`config.mk`:
```
export PLATFORM = sky130hd
export DESIGN_NAME = instr_encoder
export DESIGN_NICKNAME = d
export VERILOG_FILES = /design/src/rtl/instr_enc_pkg.sv /design/src/rtl/instr_encoder_imm_pack.sv /design/src/rtl/instr_encoder.sv
export SDC_FILE = /design/constraint.sdc
export NUM_CORES = 1
export LEC_CHECK = 0
export CORE_ASPECT_RATIO = 1.4
export CORE_UTILIZATION = 43
export DETAILED_ROUTE_END_ITERATION = 7
export HOLD_SLACK_MARGIN = 0.05
export PLACE_DENSITY = 0.78
export SYNTH_ARGS = -nofsm -noshare
export SYNTH_HDL_FRONTEND = slang
export SYNTH_SLANG_ARGS = --single-unit
```
`constraint.sdc`:
```
create_clock -name clk -period 2.35 [get_ports clk]
set_clock_uncertainty 0.2 [all_clocks]
set_input_delay 0.47 -clock clk [delete_from_list [all_inputs] [get_ports clk]]
set_output_delay 0.47 -clock clk [all_outputs]
set_load 0.1 [all_outputs]
```
`src/rtl/instr_enc_pkg.sv`:
```
// Shared types and constants for the RV32I instruction encoder.
// Opcode values match the case items of the main decoder.
package instr_enc_pkg;

  typedef enum logic [2:0] {
    KIND_LW    = 3'd0,
    KIND_SW    = 3'd1,
    KIND_RTYPE = 3'd2,
    KIND_BEQ   = 3'd3,
    KIND_ITYPE = 3'd4,
    KIND_JAL   = 3'd5,
    KIND_RSV6  = 3'd6,
    KIND_RSV7  = 3'd7
  } kind_e;

  localparam logic [6:0] OP_LOAD   = 7'b0000011;
  localparam logic [6:0] OP_STORE  = 7'b0100011;
  localparam logic [6:0] OP_RTYPE  = 7'b0110011;
  localparam logic [6:0] OP_BRANCH = 7'b1100011;
  localparam logic [6:0] OP_ITYPE  = 7'b0010011;
  localparam logic [6:0] OP_JAL    = 7'b1101111;

  localparam logic [2:0] F3_LW   = 3'b010;
  localparam logic [2:0] F3_SW   = 3'b010;
  localparam logic [2:0] F3_BEQ  = 3'b000;
  localparam logic [2:0] F3_SLLI = 3'b001;
  localparam logic [2:0] F3_SRXI = 3'b101;

  function automatic logic imm_in_range(input logic [31:0] imm,
                                        input logic signed [31:0] lo,
                                        input logic signed [31:0] hi);
    return ($signed(imm) >= lo) && ($signed(imm) <= hi);
  endfunction

endpackage

```
`src/rtl/instr_encoder_imm_pack.sv`:
```
// Places immediate and funct bits of a descriptor into their instruction
// positions and judges whether the immediate is encodable for that kind.
module imm_pack
  import instr_enc_pkg::*;
(
  input  kind_e       kind,
  input  logic [2:0]  funct3,
  input  logic        funct7b5,
  input  logic [31:0] imm,
  output logic [31:0] field,
  output logic        legal
);

  // Per-kind immediate scatter and range check
  always_comb begin
    field = 32'd0;
    legal = 1'b0;
    case (kind)
      KIND_LW: begin
        field = {imm[11:0], 5'd0, F3_LW, 5'd0, 7'd0};
        legal = imm_in_range(imm, -32'sd2048, 32'sd2047);
      end
      KIND_SW: begin
        field = {imm[11:5], 5'd0, 5'd0, F3_SW, imm[4:0], 7'd0};
        legal = imm_in_range(imm, -32'sd2048, 32'sd2047);
      end
      KIND_RTYPE: begin
        field = {1'b0, funct7b5, 5'd0, 5'd0, 5'd0, funct3, 5'd0, 7'd0};
        legal = 1'b1;
      end
      KIND_BEQ: begin
        field = {imm[12], imm[10:5], 5'd0, 5'd0, F3_BEQ, imm[4:1], imm[11], 7'd0};
        legal = (imm[0] == 1'b0) && imm_in_range(imm, -32'sd4096, 32'sd4094);
      end
      KIND_ITYPE: begin
        if ((funct3 == F3_SLLI) || (funct3 == F3_SRXI)) begin
          // srai is the only shift carrying instr[30]; slli keeps it zero
          field = {1'b0, (funct3 == F3_SRXI) ? funct7b5 : 1'b0, 5'd0,
                   imm[4:0], 5'd0, funct3, 5'd0, 7'd0};
          legal = imm_in_range(imm, 32'sd0, 32'sd31);
        end else begin
          field = {imm[11:0], 5'd0, funct3, 5'd0, 7'd0};
          legal = imm_in_range(imm, -32'sd2048, 32'sd2047);
        end
      end
      KIND_JAL: begin
        field = {imm[20], imm[10:1], imm[11], imm[19:12], 5'd0, 7'd0};
        legal = (imm[0] == 1'b0) && imm_in_range(imm, -32'sd1048576, 32'sd1048574);
      end
      default: begin
        field = 32'd0;
        legal = 1'b0;
      end
    endcase
  end

endmodule

```
`src/rtl/instr_encoder.sv`:
```
// RV32I descriptor-to-machine-word encoder with a one-stage registered
// valid/ready output, sequential word addresses and drop accounting.
module instr_encoder
  import instr_enc_pkg::*;
#(
  parameter int ADDR_W = 8,
  parameter int CNT_W  = 8
) (
  input  logic              clk,
  input  logic              rst_n,
  input  logic              clr,
  input  logic              in_valid,
  output logic              in_ready,
  input  logic [2:0]        in_kind,
  input  logic [2:0]        in_funct3,
  input  logic              in_funct7b5,
  input  logic [4:0]        in_rd,
  input  logic [4:0]        in_rs1,
  input  logic [4:0]        in_rs2,
  input  logic [31:0]       in_imm,
  output logic              out_valid,
  input  logic              out_ready,
  output logic [31:0]       out_instr,
  output logic [ADDR_W-1:0] out_addr,
  output logic              err_sticky,
  output logic [CNT_W-1:0]  drop_cnt
);

  kind_e              kind_s;
  logic [31:0]        field_s;
  logic               legal_s;
  logic [31:0]        reg_s;
  logic [6:0]         opcode_s;
  logic [31:0]        word_s;
  logic               accept_s;
  logic               out_hs_s;
  logic               out_valid_r;
  logic [31:0]        out_instr_r;
  logic [ADDR_W-1:0]  out_addr_r;
  logic               err_sticky_r;
  logic [CNT_W-1:0]   drop_cnt_r;

  assign kind_s = kind_e'(in_kind);

  imm_pack u_imm_pack (
    .kind     (kind_s),
    .funct3   (in_funct3),
    .funct7b5 (in_funct7b5),
    .imm      (in_imm),
    .field    (field_s),
    .legal    (legal_s)
  );

  // Register fields and opcode per kind
  always_comb begin
    reg_s    = 32'd0;
    opcode_s = 7'd0;
    case (kind_s)
      KIND_LW: begin
        opcode_s = OP_LOAD;
        reg_s    = {12'd0, in_rs1, 3'd0, in_rd, 7'd0};
      end
      KIND_SW: begin
        opcode_s = OP_STORE;
        reg_s    = {7'd0, in_rs2, in_rs1, 3'd0, 5'd0, 7'd0};
      end
      KIND_RTYPE: begin
        opcode_s = OP_RTYPE;
        reg_s    = {7'd0, in_rs2, in_rs1, 3'd0, in_rd, 7'd0};
      end
      KIND_BEQ: begin
        opcode_s = OP_BRANCH;
        reg_s    = {7'd0, in_rs2, in_rs1, 3'd0, 5'd0, 7'd0};
      end
      KIND_ITYPE: begin
        opcode_s = OP_ITYPE;
        reg_s    = {12'd0, in_rs1, 3'd0, in_rd, 7'd0};
      end
      KIND_JAL: begin
        opcode_s = OP_JAL;
        reg_s    = {20'd0, in_rd, 7'd0};
      end
      default: begin
        opcode_s = 7'd0;
        reg_s    = 32'd0;
      end
    endcase
  end

  assign word_s   = field_s | reg_s | {25'd0, opcode_s};
  assign in_ready = !clr && (!out_valid_r || out_ready);
  assign accept_s = in_valid && in_ready;
  assign out_hs_s = out_valid_r && out_ready;

  // Output stage, address counter and drop accounting
  always_ff @(posedge clk or negedge rst_n) begin
    if (!rst_n) begin
      out_valid_r  <= 1'b0;
      out_instr_r  <= 32'd0;
      out_addr_r   <= {ADDR_W{1'b0}};
      err_sticky_r <= 1'b0;
      drop_cnt_r   <= {CNT_W{1'b0}};
    end else if (clr) begin
      // a handshake coinciding with clr is discarded along with the word
      out_valid_r  <= 1'b0;
      out_addr_r   <= {ADDR_W{1'b0}};
      err_sticky_r <= 1'b0;
      drop_cnt_r   <= {CNT_W{1'b0}};
    end else begin
      if (out_hs_s) begin
        out_addr_r <= out_addr_r + ADDR_W'(1);
      end
      if (accept_s && legal_s) begin
        out_valid_r <= 1'b1;
        out_instr_r <= word_s;
      end else if (out_hs_s) begin
        out_valid_r <= 1'b0;
      end
      if (accept_s && !legal_s) begin
        err_sticky_r <= 1'b1;
        if (drop_cnt_r != {CNT_W{1'b1}}) begin
          drop_cnt_r <= drop_cnt_r + CNT_W'(1);
        end
      end
    end
  end

  assign out_valid  = out_valid_r;
  assign out_instr  = out_instr_r;
  assign out_addr   = out_addr_r;
  assign err_sticky = err_sticky_r;
  assign drop_cnt   = drop_cnt_r;

endmodule

```
==> impl_metrics.tcl <==
set metrics [dict create \
    tightest_slew_ps 634 \
    multi_input_area_um2 1520 \
    max_stage_delay_ps 570 \
    cp_slowest_cell "or4_4" \
    ir_worst_vdd_mv 0.510 \
    path_cells "buf_6, nor4_4, nand3_2, or4_4, a31oi_4, nor3_4, buf_12, a211o_1, o31ai_2" \
    path_clk_slew_ps 90 \
    drv_slew 0 \
    synth.cell_area_um2 2650 \
    synth_area_leaders "dfrtp_1 45%, nand2_1 7.1%, o21ai_1 5.5%" \
    fp.dieH_um 94.8 \
    htreeDepth 2 \
    violations "negative setup slack" \
    power.leakage_nw 2.08 \
    whs_ps 58.8 \
    areaGrowthSynthToFinish_pct 63.0 \
    drv_cap 0 \
    grt_pass1_wl_um 12200 \
    synth-edff-count 0 \
    place_congestion 0.879 \
    drtIter0Drc 112 \
    yosysSeqAreaShare 0.454 \
    synth_nets 364 \
    cp-start-kind "input pin" \
    ys_seq_elements 48 \
    die_area_um2 6480 \
    final_cells 521 \
    total_power_mw 2.80 \
    n_antenna_cell 0 \
    setup_slack_ps -7.18 \
    io_pins 110 \
    end_kind "flop" \
    critPathTopFamily "simple AND/OR/NAND/NOR gates" \
    powerDensity_nw_per_um2 649 \
    grt_pass1_vias 2653 \
    drt-vias-per-instance 5.58 \
    clk_latency_ps 300 \
    critPathMaxFanout 5 \
    postCtsHoldBufs 0 \
    critPathArrivalTime_ps 2380 \
    nFillCells 453 \
    crit_type "in -> reg" \
    dp_slack_ps -651 \
    antenna_found_initial 0 \
    drive_gt1_frac 0.370 \
    place_inst 507 \
    fin_crit_sh 1.00 \
    fp-row-count 33 \
    cts_tree "yes" \
    yosysMostFrequentCell "nand2_1" \
    final_nets 511 \
    ys_top_cells_by_count "50 x nand2_1, 48 x dfrtp_1, 29 x nor2_1, 29 x o21ai_1, 16 x a21oi_1" \
    root_buffer "clkbuf_8" \
    synth_top_area_cell "dfrtp_1" \
    relSlewSlack 0.577 \
    core_area_um2 5900 \
    async_flop_share 1.00 \
    vias 2907 \
    finalSetupViolCount 1 \
    clock.fmax_mhz 424 \
    grt_setup_unrepaired "true" \
    synthFlopType "dfrtp_1" \
    seq_area_um2 1210 \
    crit_required_ps 2370 \
    yosys.area.top_type_share 0.454 \
    yosys_warnings 0 \
    track_usage 0.255 \
    drc_errors 0 \
    chipWidth_um 68.3 \
    fin_crit_ps 2360 \
    hp-class "in -> async" \
    cp_num_buf_inv 2 \
    drtPass1Iterations 4 \
    cts_sinks 48 \
    grt.overflow.total 0 \
    synth_cell_types 41 \
    start_util 0.448 \
    cts_made_buffers 5 \
    clock_path_buffers 2 \
    avgSynthCellArea_um2 8.73 \
    wl_per_cell_um 15.7 \
    grt_max_degree 49 \
    syn_inst 303 \
    timing_hold_violations_final 0 \
    status "finished, violations left" \
    ant_nets 0 \
    routed_wl_um 8180 \
    port_buffers 109 \
    hpwl_um 5940 \
]
-- path summary, 6_finish.rpt --
| kind | startpoint | end | slack, ps | cells past startpoint |
|---|---|---|---|---|
| max | in_imm[21] | drop_cnt[4] | -7 | 9 |
| min | rst_n | out_instr[8] | 60 | 2 |
| max reg2reg | drop_cnt[0] | drop_cnt[1] | 230 | 7 |
| min reg2reg | out_instr[24] | out_instr[24] | 290 | 2 |
| max in group asynchronous | rst_n | out_valid | 1420 | 2 |
| min in group clk | in_imm[6] | out_instr[26] | 290 | 3 |
-- power by group --
part	internal, mW	switching, mW	total (mW)
Clock	0.210	0.276	0.486
Combinational	0.344	0.987	1.33
Sequential	0.919	0.0633	0.982
Total	1.47	1.33	2.80
-- area by class of cell --
class,count,area share
multi-input combinational,232,0.351
timing repair buffer,158,0.325
sequential,48,0.280
tap,70,0.0203
clock buffer,7,0.0177
inverter,5,0.00435
clock inverter,1,0.00116
-- metrics by stage --
step / TNS [ps] / instance area (µm²) / util
floorplan: -26.9 / 2700 / -
global placement: -20920 / 4020 / 0.681
detailed placement: -23260 / 4020 / 0.681
CTS: -0.371 / 4190 / 0.709
global route: -1180 / 4310 / 0.731
finish: -7.18 / 4310 / 0.731
-- sequential cells by signal, indices dropped and copies added, names as in the netlist --
signal,flops
drop_cnt,8
err_sticky,1
out_addr,8
out_instr,30
out_valid,1
-- cell families after synthesis --
| group | count (synthesis) | share of synthesized area |
|---|---|---|
| AO/OA/AOI/OAI | 73 | 0.174 |
| XOR/XNOR | 7 | 0.0232 |
| adder cells (fa/ha/maj) | 2 | 0.00945 |
| buffers and inverters | 23 | 0.0402 |
| flip-flops | 48 | 0.454 |
| multiplexers | 13 | 0.0506 |
| AND/OR/NAND/NOR | 137 | 0.249 |
-- metal layers --
metal / global-route usage / vias up / wire length [µm]
met5: 0 / - / 0
met4: 0.0920 / 0 / 273
met3: 0.0483 / 20 / 483
met2: 0.467 / 119 / 4400
met1: 0.280 / 1398 / 3020
li1: - / 1370 / -
-- timing repair --
item	CTS	global route
pin swaps	13	24
buffers inserted	4	2
resized for setup	85	40
cloned	0	1
setup endpoints to repair	40	38
-- layout by cell type (no fill, tap or decap), types with 7 or more instances in the layout --
master	Yosys	layout
nand2_2	1	10
buf_6	1	7
nand2_1	50	41
mux2i_1	10	10
nand4_1	8	8
buf_4	2	92
a22oi_1	13	13
a21oi_1	16	15
o21ai_1	29	26
buf_2	4	8
dfrtp_1	48	43
clkdlybuf4s50_1	0	24
nor2_1	29	29
dlymetal6s2s_1	0	8
(Power assumes the default switching activity.)
